==> src/rtl/logic_auth_lock.sv <==
// Clocked password authenticator with consecutive-failure counting and timed lockout.
// Optional macro LOGIC_AUTH_BACKOFF_EN doubles the lockout per entry (up to 8x) until a grant.
module logic_auth_lock #(
  parameter int unsigned PW_WIDTH    = 4,
  parameter int unsigned MAX_TRIES   = 3,
  parameter int unsigned LOCK_CYCLES = 16
) (
  input  logic                clk,
  input  logic                rst_n,
  input  logic                set_valid,
  input  logic [PW_WIDTH-1:0] set_pw,
  input  logic                guess_valid,
  input  logic [PW_WIDTH-1:0] guess_pw,
  input  logic                relock,
  output logic                unlocked,
  output logic                grant,
  output logic                denied,
  output logic                locked,
  output logic [3:0]          tries_left,
  output logic                armed
);

`ifdef LOGIC_AUTH_BACKOFF_EN
  localparam int unsigned TimerW = 19;
`else
  localparam int unsigned TimerW = 16;
`endif

  localparam logic [3:0]        MaxTries = 4'(MAX_TRIES);
  localparam logic [TimerW-1:0] LockBase = TimerW'(LOCK_CYCLES);
  localparam logic [TimerW-1:0] TimerOne = TimerW'(1);

  typedef enum logic [1:0] {StUnset, StArmed, StGranted, StLockout} state_e;

  state_e                state_q, state_d;
  logic [PW_WIDTH-1:0]   pw_q, pw_d;
  logic [3:0]            fail_q, fail_d;
  logic [TimerW-1:0]     timer_q, timer_d;
  logic                  grant_q, grant_d;
  logic                  denied_q, denied_d;
  logic [TimerW-1:0]     lock_dur;

`ifdef LOGIC_AUTH_BACKOFF_EN
  logic [1:0] level_q, level_d;
  assign lock_dur = LockBase << level_q;
`else
  assign lock_dur = LockBase;
`endif

  always_comb begin
    state_d  = state_q;
    pw_d     = pw_q;
    fail_d   = fail_q;
    timer_d  = timer_q;
    grant_d  = 1'b0;
    denied_d = 1'b0;
`ifdef LOGIC_AUTH_BACKOFF_EN
    level_d  = level_q;
`endif
    unique case (state_q)
      StUnset: begin
        if (set_valid) begin
          pw_d    = set_pw;
          fail_d  = 4'd0;
          state_d = StArmed;
        end
      end
      StArmed: begin
        // A concurrent set_valid is dropped: changing the password needs a grant first.
        if (guess_valid) begin
          if (guess_pw == pw_q) begin
            grant_d = 1'b1;
            fail_d  = 4'd0;
            state_d = StGranted;
`ifdef LOGIC_AUTH_BACKOFF_EN
            level_d = 2'd0;
`endif
          end else begin
            denied_d = 1'b1;
            if (fail_q + 4'd1 >= MaxTries) begin
              fail_d  = MaxTries;
              timer_d = lock_dur - TimerOne;
              state_d = StLockout;
`ifdef LOGIC_AUTH_BACKOFF_EN
              if (level_q != 2'd3) level_d = level_q + 2'd1;
`endif
            end else begin
              fail_d = fail_q + 4'd1;
            end
          end
        end
      end
      StGranted: begin
        if (set_valid) begin
          pw_d    = set_pw;
          state_d = StArmed;
        end else if (relock) begin
          state_d = StArmed;
        end
      end
      StLockout: begin
        // Timer loaded with duration-1 and exit taken on zero gives exactly duration cycles.
        if (timer_q == '0) begin
          fail_d  = 4'd0;
          state_d = StArmed;
        end else begin
          timer_d = timer_q - TimerOne;
        end
      end
      default: state_d = StUnset;
    endcase
  end

  always_ff @(posedge clk or negedge rst_n) begin
    if (!rst_n) begin
      state_q  <= StUnset;
      pw_q     <= '0;
      fail_q   <= 4'd0;
      timer_q  <= '0;
      grant_q  <= 1'b0;
      denied_q <= 1'b0;
`ifdef LOGIC_AUTH_BACKOFF_EN
      level_q  <= 2'd0;
`endif
    end else begin
      state_q  <= state_d;
      pw_q     <= pw_d;
      fail_q   <= fail_d;
      timer_q  <= timer_d;
      grant_q  <= grant_d;
      denied_q <= denied_d;
`ifdef LOGIC_AUTH_BACKOFF_EN
      level_q  <= level_d;
`endif
    end
  end

  assign unlocked   = (state_q == StGranted);
  assign armed      = (state_q == StArmed);
  assign locked     = (state_q == StLockout);
  assign grant      = grant_q;
  assign denied     = denied_q;
  assign tries_left = MaxTries - fail_q;

endmodule

==> config.mk <==
export PLATFORM = sky130hd
export DESIGN_NAME = logic_auth_lock
export DESIGN_NICKNAME = d
export VERILOG_FILES = /design/src/rtl/logic_auth_lock.sv
export SDC_FILE = /design/constraint.sdc
export NUM_CORES = 1
export LEC_CHECK = 0
export ABC_AREA = 1
export CAP_MARGIN = 40
export CORE_ASPECT_RATIO = 0.5
export CORE_MARGIN = 2
export CORE_UTILIZATION = 56
export DETAILED_ROUTE_END_ITERATION = 16
export MAX_ROUTING_LAYER = met4
export PLACE_DENSITY = 0.79
export SYNTH_ARGS = -nofsm -noshare
export SYNTH_HDL_FRONTEND = slang
export SYNTH_SLANG_ARGS = --single-unit
==> constraint.sdc <==
create_clock -name clk -period 2 [get_ports clk]
set_input_delay 0.5 -clock clk [delete_from_list [all_inputs] [get_ports clk]]
set_output_delay 0.5 -clock clk [all_outputs]
set_load 0.01 [all_outputs]
Yosys cells after proc, flatten, opt, wreduce, memory -nomap -nowiden
Cells that the tools add are included.
{"block": "word_totals", "elab_cells": 56, "regBits": 28}
{"block": "op_classes", "eq_ne": 12, "n_reduce_logical": 9, "mux": 25, "add_sub_neg": 3, "order_cmp": 1}
{"operator": "2-to-1 mux 16 bit", "n": 4}
{"operator": "case mux 16 bit (2 select lines)", "n": 1}
{"operator": "2-to-1 mux 4 bit", "n": 5}
{"operator": "zero test 16 bit", "n": 1}
{"operator": "subtractor 16 x 1 -> 16 bit (second input constant)", "n": 1}
{"operator": "2-to-1 mux 2 bit", "n": 7}
{"operator": "case mux 4 bit (3 select lines)", "n": 1}
{"operator": "AND reduction 5 bit", "n": 2}
{"operator": "!= test 2 bit (second input constant)", "n": 4}
{"operator": "case mux 2 bit (4 select lines)", "n": 1}
{"operator": "2-to-1 mux 1 bit", "n": 6}
{"operator": "adder 4 x 1 -> 4 bit (second input constant)", "n": 1}
{"operator": "== test 2 bit (second input constant)", "n": 2}
{"operator": "== test 4 bit", "n": 1}
{"operator": ">= comparator 4 x 2 -> 1 bit (second input constant)", "n": 1}
{"operator": "!= test 2 x 1 -> 1 bit (second input constant)", "n": 2}
{"operator": "AND reduction 4 bit", "n": 1}
{"operator": "subtractor 2 x 4 -> 4 bit (first input constant)", "n": 1}
{"operator": "!= test 3 x 1 -> 1 bit (second input constant)", "n": 1}
{"operator": "!= test 3 bit (second input constant)", "n": 1}
{"operator": "nonzero test 3 bit", "n": 1}
{"operator": "== test 2 x 1 -> 1 bit (second input constant)", "n": 1}
{"operator": "zero test 2 bit", "n": 1}
{"operator": "AND reduction 2 bit", "n": 1}
{"operator": "other kinds (2)", "n": 2}

Longest topological paths before layout
Gate-level depths: netlist (run 1).
{"block": "logic_depth", "depth_word": 6, "ltp_mapped": 11, "ltp_nobuf": 11}

Least setup slack after synthesis (run 1)
No wires, ideal clock.
{"block": "synth_path", "path_kind": "flip-flop to flip-flop", "startpoint": "reg fail_q[0]", "endpoint": "reg timer_q[8]", "synth_period_minus_slack_ns": 1.514, "stages_incl_launch_ff": 12, "arrival_ns": 1.398, "path_buffers": 1, "path_slack_ns": 0.486, "cell_sequence": "dfrtp_1 -> inv_1 -> ha_1 -> inv_1 -> nand2_1 -> nor2_2 -> nand3_4 -> nand3_4 -> nor2_8 -> buf_12 -> nand2_2 -> nand2_1"}
{"block": "synth_via", "elab_chain_len": 4}
{"item": "start: declaration", "line": "37", "text": "logic [3:0] fail_q, fail_d;"}
{"item": "start signal: assignment", "line": "128", "text": "fail_q <= fail_d;"}
{"item": "adder 4 x 1 -> 4 bit", "line": "80", "text": "if (fail_q + 4'd1 >= MaxTries) begin"}
{"item": ">= comparator 4 x 2 -> 1 bit", "line": "80"}
{"item": "!= test 2 x 1 -> 1 bit (no line)"}
{"item": "AND reduction 5 bit (no line)"}
{"item": "end signal: assignment", "line": "129", "text": "timer_q <= timer_d;"}
{"item": "end: declaration", "line": "38", "text": "logic [TimerW-1:0] timer_q, timer_d;"}
Every way passes these cells.
A chain may end at the register's enable or synchronous reset.

Worst setup path in the final report (run 1)
{"block": "layout_path", "startpoint": "reg fail_q[0]", "endpoint": "out tries_left[0]"}
{"block": "layout_via", "elab_chain_len": 1}
{"item": "subtractor 2 x 4 -> 4 bit", "line": "143", "text": "assign tries_left = MaxTries - fail_q;"}
{"item": "end: declaration", "line": "19", "text": "output logic [3:0] tries_left,"}
Every way passes these cells.

==> flow_summary_export.csv, run 1 <==
group,metric,value,unit
floorplan,design.die.area,4134,um^2
layout,final_cell_area,2355,um^2
grt,track_usage,24.72,%
layout,drive_above_1_share,15.58,%
floorplan,core,3453,um^2
run,maxCapViolCount,0,
clock_network,clkTransAtPathRegs,0.09,ns
synth,syn-cell-area,2021,um^2
layout,area_growth,16.53,%
placement,placed_area,2282,um^2
placement,port_buffers,21,
critical_path,worstPathRequired,1.50,ns
clock_network,clock_path_buffers,2,
critical_path,end_kind,"output pin",
floorplan,initial_core_util,58.51,%
layout,nNetsFinal,340,
layout,nFillCells,314,
grt,antenna_found_initial,0,
layout,final_cell_mix,"nand2_1, nor2_1, inv_1, dfrtp_1, nand3_1",
timing,hold_violations,0,
timing,max_slew.worst_pin.slew,0.3581,ns
detailed_routing,viasPerCell,4.960,
timing,rsz0062_at_grt,"no",
synth,synth_edf_count,0,
critical_path,cp_max_fo,5,
synth,synth_area_per_cell,6.873,um^2
layout,antennaDiodeCount,0,
grt,overflow,0,
critical_path,cpPeakStageDelay,0.56,ns
synth,synth_top_area_cell,"dfrtp_1",
critical_path,worstReg2RegStart,"fail_q[0]",
placement,place.gp.congestion,0.8543,
synth,seq_area_frac_synth,34.67,%
floorplan,die_w,88.95,um
synth,syn_nets,311,
timing,final.setup.tns,0,ns
synth,synth_area_leaders,"dfrtp_1, nand2_1, nor2_1, inv_1, nand3_1",
outcome,outcome,"finished, final reports clean",
floorplan,die_h,46.48,um
layout,final_common_cell,"nand2_1",
clock_network,clock-sinks,28,
synth,yosysTopAreaCellShare,34.67,%
detailed_routing,vias,1845,
grt,grt_max_degree,29,
synth,ys.flop_type,"dfrtp_1",
placement,dp_hpwl,3182,um
critical_path,worstSetupStartpointType,"flip-flop",
detailed_routing,wirelength,4259,um
grt,grt_pass1_wl,7527,um
synth,yosysUniqueCellTypes,28,
timing,final-setup-viol-count,0,
layout,multi_input_area,1132,um^2
critical_path,critical_path_class,"flip-flop to output pin",
worst_hold_path,hp-start,"timer_q[5]",
power,p_leak,0.001286,uW
power,power_density,1279,nW/um^2
critical_path,crit_start,"fail_q[0]",
worst_hold_path,hold_class,"flip-flop to flip-flop",
detailed_routing,dr.pass1.iters,4,
detailed_routing,detail-route-antenna-nets,0,
power,max-vdd-ir-drop,703.0,uV
grt,grt_pass1_vias,1712,
timing,finalMaxSlewViolations,0,
timing,fin_crit_sh,94.45,%
detailed_routing,wire_per_inst,11.45,um
synth,synthArstFlopShare,100.0,%
critical_path,crit_buf_inv,2,
critical_path,crit_family,"buffers and inverters",
detailed_routing,drtIter0Drc,59,
critical_path,critPathSlowestCell,"clkdlybuf4s50_1",
synth,syn-instance-count,294,
clock_network,h-tree-depth,1,
synth,yosysWarningCount,0,
timing,max_freq,0.5294,GHz
timing,slew_headroom,76.13,%
detailed_routing,drc,0,
power,fin_total_pwr,3013,uW
clock_network,clk_latency,0.27,ns
synth,synth_seq_cells,28,
critical_path,worstPathArrival,1.39,ns
floorplan,rows,15,
clock_network,numCtsBuffers,3,
floorplan,ios,22,
clock_network,cts-root-buf,"clkbuf_8",
critical_path,crit_chain,"inv_1, clkdlybuf4s50_1",
timing,clock_skew,0.003420,ns
timing,fin_crit,1.889,ns
clock_network,cts_tree,"built",
layout,regArea,704.4,um^2
layout,utilization,68.19,%
[sequential cells by signal (all words and copies together) (netlist names)]
name,flops
timer_q,16
fail_q,4
pw_q,4
state_q,2
denied,1
grant,1
[layer usage]
metal | global-route usage [%] | vias to the layer above | share of wire (%)
met2 | 42.69 | 31 | 49
li1 | - | 953 | -
met4 | 4.478 | 0 | 0
met3 | 4.301 | 0 | 3.6
met5 | - | - | 0
met1 | 31.46 | 861 | 47
[metrics by stage]
step	worst slack (ns)	std cells	hold WS, ns
final	0.1109	372	0.5197
after global routing	0.04450	372	0.5545
after CTS	0.0004504	372	0.5236
after detailed placement	0.0003970	366	0.4997
after global placement	0.06824	366	0.4874
after floorplan	0.4857	294	0.2044
[final cells by class]
type                       count  area share [%]
inverter                      39           6.270
tap                           51           2.710
multi-input combinational    223           48.09
sequential                    28           29.91
clock buffer                   3           1.753
timing repair buffer          28           11.26
[Yosys cell counts, types with 2 or more instances]
master / n
a21oi_1: 7
dfrtp_1: 28
ha_1: 4
inv_1: 32
inv_2: 6
nand2_1: 111
nand2_2: 13
nand3_1: 18
nand3_4: 3
nand4_1: 2
nand4_4: 2
nor2_1: 41
nor2_2: 4
nor2_4: 4
o21ai_1: 2
xnor2_1: 2
xor2_1: 4
[worst min-delay path, stage by stage, from the launching register on]
cell and delay [ns]:
dfrtp_1 0.38, nand2_1 0.07, nand2_1 0.05
[cells by family after synthesis]
| family | synth area share, % |
|---|---|
| fa+ha+maj | 2.477 |
| simple gates | 47.06 |
| xor+xnor | 2.601 |
| buf+inv | 9.412 |
| flops | 34.67 |
| compound gates | 3.777 |
[report_power, final]
part / internal (uW) / switching [uW]
clock network: 135 / 174
registers: 731 / 170
logic: 666 / 1140
[timing repair]
item                       in CTS  in global routing
hold buffers                    0                  0
buffers inserted                3                  0
setup endpoints to repair       3                  2
gates cloned                    0                  0
pin swaps                       1                  0
gates resized for setup         3                  5
[final timing paths]
kind / endpoint / slack, ns / cells after the start
worst max-delay path: tries_left[0] / 0.11 / 2
worst max register to register: timer_q[9] / 0.36 / 10
worst min register to register: timer_q[5] / 0.52 / 2
min in group asynchronous: pw_q[1] / 0.60 / 2
max in group asynchronous: state_q[1] / 1.12 / 2
worst min-delay path: timer_q[5] / 0.52 / 2
Power figures use the tool's default switching activity.
==> run 2, diff against run 1 <==
==> constraint.sdc (replaced) <==
create_clock -name clk -period 2 [get_ports clk]
set_input_delay 0.4 -clock clk [delete_from_list [all_inputs] [get_ports clk]]
set_output_delay 0.4 -clock clk [all_outputs]
set_load 0.01 [all_outputs]
==> flow_summary_export.csv, run 2 (same netlist as run 1, synthesis figures left out) <==
group,metric,value,unit
detailed_routing,viasPerCell,4.970,
power,p_seq_share,29.7,%
layout,antennaDiodeCount,0,
layout,utilization,68.12,%
timing,max_freq,0.5292,GHz
critical_path,critical_path_class,"flip-flop to output pin",
power,p_switching,1479,uW
clock_network,clk_latency,0.28,ns
power,swShare,48.63,%
layout,drive_above_1_share,15.00,%
layout,largest_reg_flops,16,
grt,track_usage,23.84,%
power,clkPwrFrac,11.8,%
placement,dp_cells,365,
detailed_routing,wirelength,4136,um
timing,clock_skew,0.008836,ns
detailed_routing,wire_per_inst,11.15,um
layout,finalNonFillerCells,371,
timing,setup_ws,0.1104,ns
power,max-vdd-ir-drop,801.5,uV
critical_path,worstPathArrival,1.49,ns
placement,dp_hpwl,3152,um
power,combPwrFrac,58.5,%
detailed_routing,dr.pass1.iters,4,
clock_network,cts-root-buf,"clkbuf_8",
outcome,outcome,"finished, final reports clean",
timing,final.setup.tns,0,ns
detailed_routing,drc,0,
timing,max_slew.worst_pin.slew,0.3705,ns
layout,nNetsFinal,338,
timing,hold_violations,0,
critical_path,cp_max_fo,5,
clock_network,h-tree-depth,1,
critical_path,worstSetupStartpointType,"flip-flop",
clock_network,hold_buffers,0,
detailed_routing,wl_met2,1932,um
timing,slew_headroom,75.30,%
run,maxCapViolCount,0,
floorplan,die_h,46.48,um
floorplan,die_w,88.95,um
grt,overflow,0,
power,p_int,1562,uW
layout,max_flop_register,"timer_q",
power,power_density,1293,nW/um^2
floorplan,rows,15,
grt,antenna_found_initial,0,
detailed_routing,vias,1844,
timing,fin_crit_sh,94.48,%
grt,grt_pass1_wl,7245,um
clock_network,clock_path_buffers,2,
timing,fin_crit,1.890,ns
detailed_routing,detail-route-antenna-nets,0,
floorplan,ios,22,
layout,nFillCells,310,
placement,dpl_worst_slack,0.09928,ns
grt,grt_pass1_vias,1648,
placement,place.gp.congestion,0.8831,
timing,finalMaxSlewViolations,0,
critical_path,worstPathRequired,1.60,ns
layout,final_cell_mix,"nand2_1, nor2_1, inv_1, dfrtp_1, clkdlybuf4s50_1",
clock_network,clock-sinks,28,
layout,final_common_cell,"nand2_1",
grt,grt_max_degree,29,
detailed_routing,dr_wl_met3,195,um
floorplan,core,3453,um^2
timing,final-setup-viol-count,0,
floorplan,initial_core_util,58.51,%
layout,regArea,703.2,um^2
layout,area_growth,16.41,%
layout,multi_input_area,1132,um^2
detailed_routing,drtIter0Drc,61,
critical_path,end_kind,"output pin",
clock_network,numCtsBuffers,3,
clock_network,clkTransAtPathRegs,0.09,ns
worst_hold_path,hold_class,"input pin to asynchronous set/reset pin",
power,p_leak,0.001255,uW
floorplan,design.die.area,4134,um^2
clock_network,cts_tree,"built",
detailed_routing,drt-met1-wl,1924,um
layout,reg_top3,"timer_q: 16 flops, fail_q: 4 flops, pw_q: 4 flops",
detailed_routing,top_layer,"met4",
timing,rsz0062_at_grt,"no",
placement,port_buffers,21,
## run 2: cell count changes in the layout (fill, tap and decap cells not counted)
cell and delta:
clkbuf_8 +1, buf_4 -2, dfrtp_2 -1, clkdlybuf4s50_1 +3, dlymetal6s2s_1 -1, dlygate4sd2_1 -2
dfrtp_1 +1
## run 2: area by class of cell
class / count / area share [%]
inverters: 39 / 6.277
well taps: 51 / 2.713
flip-flops and latches: 28 / 29.89
multi-input cells: 223 / 48.14
repair buffers: 26 / 10.64
clock buffers: 4 / 2.340
## run 2: path summary, 6_finish.rpt
kind | cells after the start | slack [ns] | from | end
worst max-delay path | 2 | 0.11 | state_q[0] | unlocked
worst min-delay path | 2 | 0.50 | rst_n | pw_q[1]
worst max register to register | 10 | 0.35 | fail_q[0] | timer_q[1]
worst min register to register | 2 | 0.52 | timer_q[5] | timer_q[5]
max in group asynchronous | 2 | 1.21 | rst_n | state_q[0]
min in group clk | 2 | 0.52 | timer_q[5] | timer_q[5]
## run 2: layer usage
| metal | vias up | track usage (%) |
|---|---|---|
| met5 | - | - |
| met2 | 42 | 39.70 |
| met3 | 9 | 3.763 |
| met4 | 0 | 7.463 |
| li1 | 949 | - |
| met1 | 844 | 30.51 |
## run 2: power by group through the flow
stage	sequential (uW)	clock [uW]	combinational [uW]
3_3_place_gp	904	0	1680
3_5_place_dp	915	0	1730
2_1_floorplan	881	0	1400
6_report	904	358	1780
4_1_cts	910	367	1750
5_1_grt	928	392	2000
## run 2: critical path, stage by stage, from the launching register on
cell and delay (ns):
dfrtp_2 0.45, nor2_2 0.19, clkdlybuf4s50_1 0.57
## run 2: what timing repair did
action	4_1_cts	5_1_grt
endpoints found under the setup margin	2	2
buffers inserted	0	2
resized for setup	3	1
## run 2: stage by stage
stage	power [uW]	area, um^2	hold WS [ns]
after floorplan	2280	2021	0.1044
after global placement	2583	2275	0.4836
after detailed placement	2648	2275	0.4983
after CTS	3029	2335	0.5122
after global routing	3320	2352	0.5356
final	3041	2352	0.5000
==> run 3, diff against run 2 <==
--- a/config.mk
+++ b/config.mk
@@ -11,6 +11,7 @@
 export CORE_MARGIN = 2
 export CORE_UTILIZATION = 56
 export DETAILED_ROUTE_END_ITERATION = 16
+export GPL_TIMING_DRIVEN = 0
 export MAX_ROUTING_LAYER = met4
 export PLACE_DENSITY = 0.79
 export SYNTH_ARGS = -nofsm -noshare
==> flow_summary_export.csv, run 3 (same netlist as run 1, synthesis figures left out) <==
group,metric,value,unit
layout,final_common_cell,"nand2_1",
timing,clock_skew,0.004069,ns
critical_path,endpoint,"locked",
clock_network,numCtsBuffers,3,
clock_network,clkTransAtPathRegs,0.09,ns
detailed_routing,wirelength,3941,um
layout,final_cell_area,2376,um^2
placement,port_buffers,21,
grt,antenna_found_initial,0,
power,combPwrFrac,58.9,%
floorplan,initial_core_util,58.51,%
critical_path,critical_path_class,"flip-flop to output pin",
critical_path,crit_start,"state_q[1]",
timing,final-setup-viol-count,0,
placement,dp_hpwl,3059,um
detailed_routing,drtIter0Drc,85,
detailed_routing,dr.pass1.iters,4,
detailed_routing,wire_per_inst,10.59,um
timing,max_freq,0.5231,GHz
floorplan,die_w,88.95,um
floorplan,core,3453,um^2
floorplan,design.die.area,4134,um^2
critical_path,worstSetupStartpointType,"flip-flop",
layout,max_flop_register,"timer_q",
grt,overflow,0,
clock_network,cts-root-buf,"clkbuf_8",
critical_path,worstPathArrival,1.51,ns
layout,final_cell_mix,"nand2_1, nor2_1, inv_1, dfrtp_1, clkdlybuf4s50_1",
clock_network,clock-sinks,28,
critical_path,r2r-end,"timer_q[8]",
power,max-vdd-ir-drop,700.7,uV
layout,antennaDiodeCount,0,
worst_hold_path,hold_class,"input pin to asynchronous set/reset pin",
power,p_seq_share,29.3,%
timing,slew_headroom,54.79,%
layout,largest_reg_flops,16,
power,p_int,1602,uW
layout,area_growth,17.59,%
layout,nNetsFinal,339,
critical_path,end_kind,"output pin",
layout,reg_top3,"timer_q: 16 flops, fail_q: 4 flops, pw_q: 4 flops",
power,p_leak,0.001256,uW
detailed_routing,viasPerCell,4.833,
layout,utilization,68.80,%
placement,placed_area,2310,um^2
floorplan,rows,15,
timing,fin_crit,1.912,ns
timing,rsz0062_at_grt,"no",
power,clkPwrFrac,11.8,%
detailed_routing,vias,1798,
critical_path,ff2ff_setup_slack,0.38,ns
power,swShare,47.79,%
timing,final.setup.tns,0,ns
timing,finalMaxSlewViolations,0,
clock_network,clk_latency,0.28,ns
timing,hold_violations,0,
power,p_switching,1466,uW
floorplan,die_h,46.48,um
critical_path,worstReg2RegStart,"fail_q[0]",
timing,holdWs,0.5216,ns
critical_path,worstPathRequired,1.60,ns
timing,fin_crit_sh,95.58,%
layout,drive_above_1_share,14.95,%
placement,place.gp.congestion,0.8877,
clock_network,cts_tree,"built",
detailed_routing,detail-route-antenna-nets,0,
run,maxCapViolCount,0,
detailed_routing,drc,0,
clock_network,h-tree-depth,1,
floorplan,ios,22,
timing,max_slew.worst_pin.slew,0.6760,ns
timing,setup_ws,0.08834,ns
placement,dpl_worst_slack,0.01707,ns
critical_path,r2r_cells,11,
grt,grt_pass1_wl,6900,um
grt,grt_max_degree,16,
grt,track_usage,22.96,%
layout,nFillCells,299,
power,power_density,1291,nW/um^2
clock_network,clock_path_buffers,2,
grt,grt_pass1_vias,1602,
outcome,outcome,"finished, final reports clean",
critical_path,cp_max_fo,7,
-- run 3: power groups by stage --
stage	logic (uW)	clock network [uW]	registers (uW)
2_1_floorplan	1400	0	881
3_3_place_gp	1750	0	904
3_5_place_dp	1800	0	910
4_1_cts	1800	373	900
5_1_grt	2060	398	930
6_report	1810	361	900
-- run 3: area by class of cell --
cell class / instances / area [um^2] / area share, %
sequential: 28 / 703.2 / 29.59
multi-input combinational: 223 / 1132 / 47.66
buffer: 4 / 42.54 / 1.790
timing repair buffer: 23 / 231.5 / 9.742
clock buffer: 4 / 55.05 / 2.317
inverter: 39 / 147.6 / 6.214
tap: 51 / 63.81 / 2.686
-- run 3: metrics by stage --
stage          cells  total power, uW
4_1_cts          371             3073
6_report         372             3068
3_3_place_gp     366             2658
5_1_grt          372             3385
3_5_place_dp     367             2709
2_1_floorplan    294             2280
-- run 3: layer usage --
| metal | global-route usage, % | part of all wire (%) |
|---|---|---|
| met1 | 29.64 | 47 |
| met2 | 36.57 | 46 |
| met3 | 5.197 | 5.0 |
| met4 | 7.164 | 1.8 |
| met5 | - | 0 |
-- run 3: worst max-delay path, cell delays in order, from the launching register on --
cell             delay, ns
dfrtp_2               0.43
nand2_2               0.10
inv_2                 0.14
clkdlybuf4s50_1       0.56
-- run 3: worst min path at each step --
| stage | start | end | slack [ns] | cells after the start |
|---|---|---|---|---|
| 2_1_floorplan | rst_n | denied | 0.10 | 0 |
| 3_3_place_gp | timer_q[5] | timer_q[5] | 0.49 | 2 |
| 3_5_place_dp | timer_q[5] | timer_q[5] | 0.50 | 2 |
| 4_1_cts | timer_q[5] | timer_q[5] | 0.52 | 2 |
| 5_1_grt | rst_n | pw_q[1] | 0.56 | 1 |
| 6_report | rst_n | pw_q[3] | 0.52 | 1 |
-- run 3: repair_timing --
| action | 4_1_cts | 5_1_grt |
|---|---|---|
| setup endpoints to repair | 3 | 2 |
| hold buffers | 0 | 0 |
| setup buffers | 0 | 1 |
| gates resized for setup | 2 | 2 |
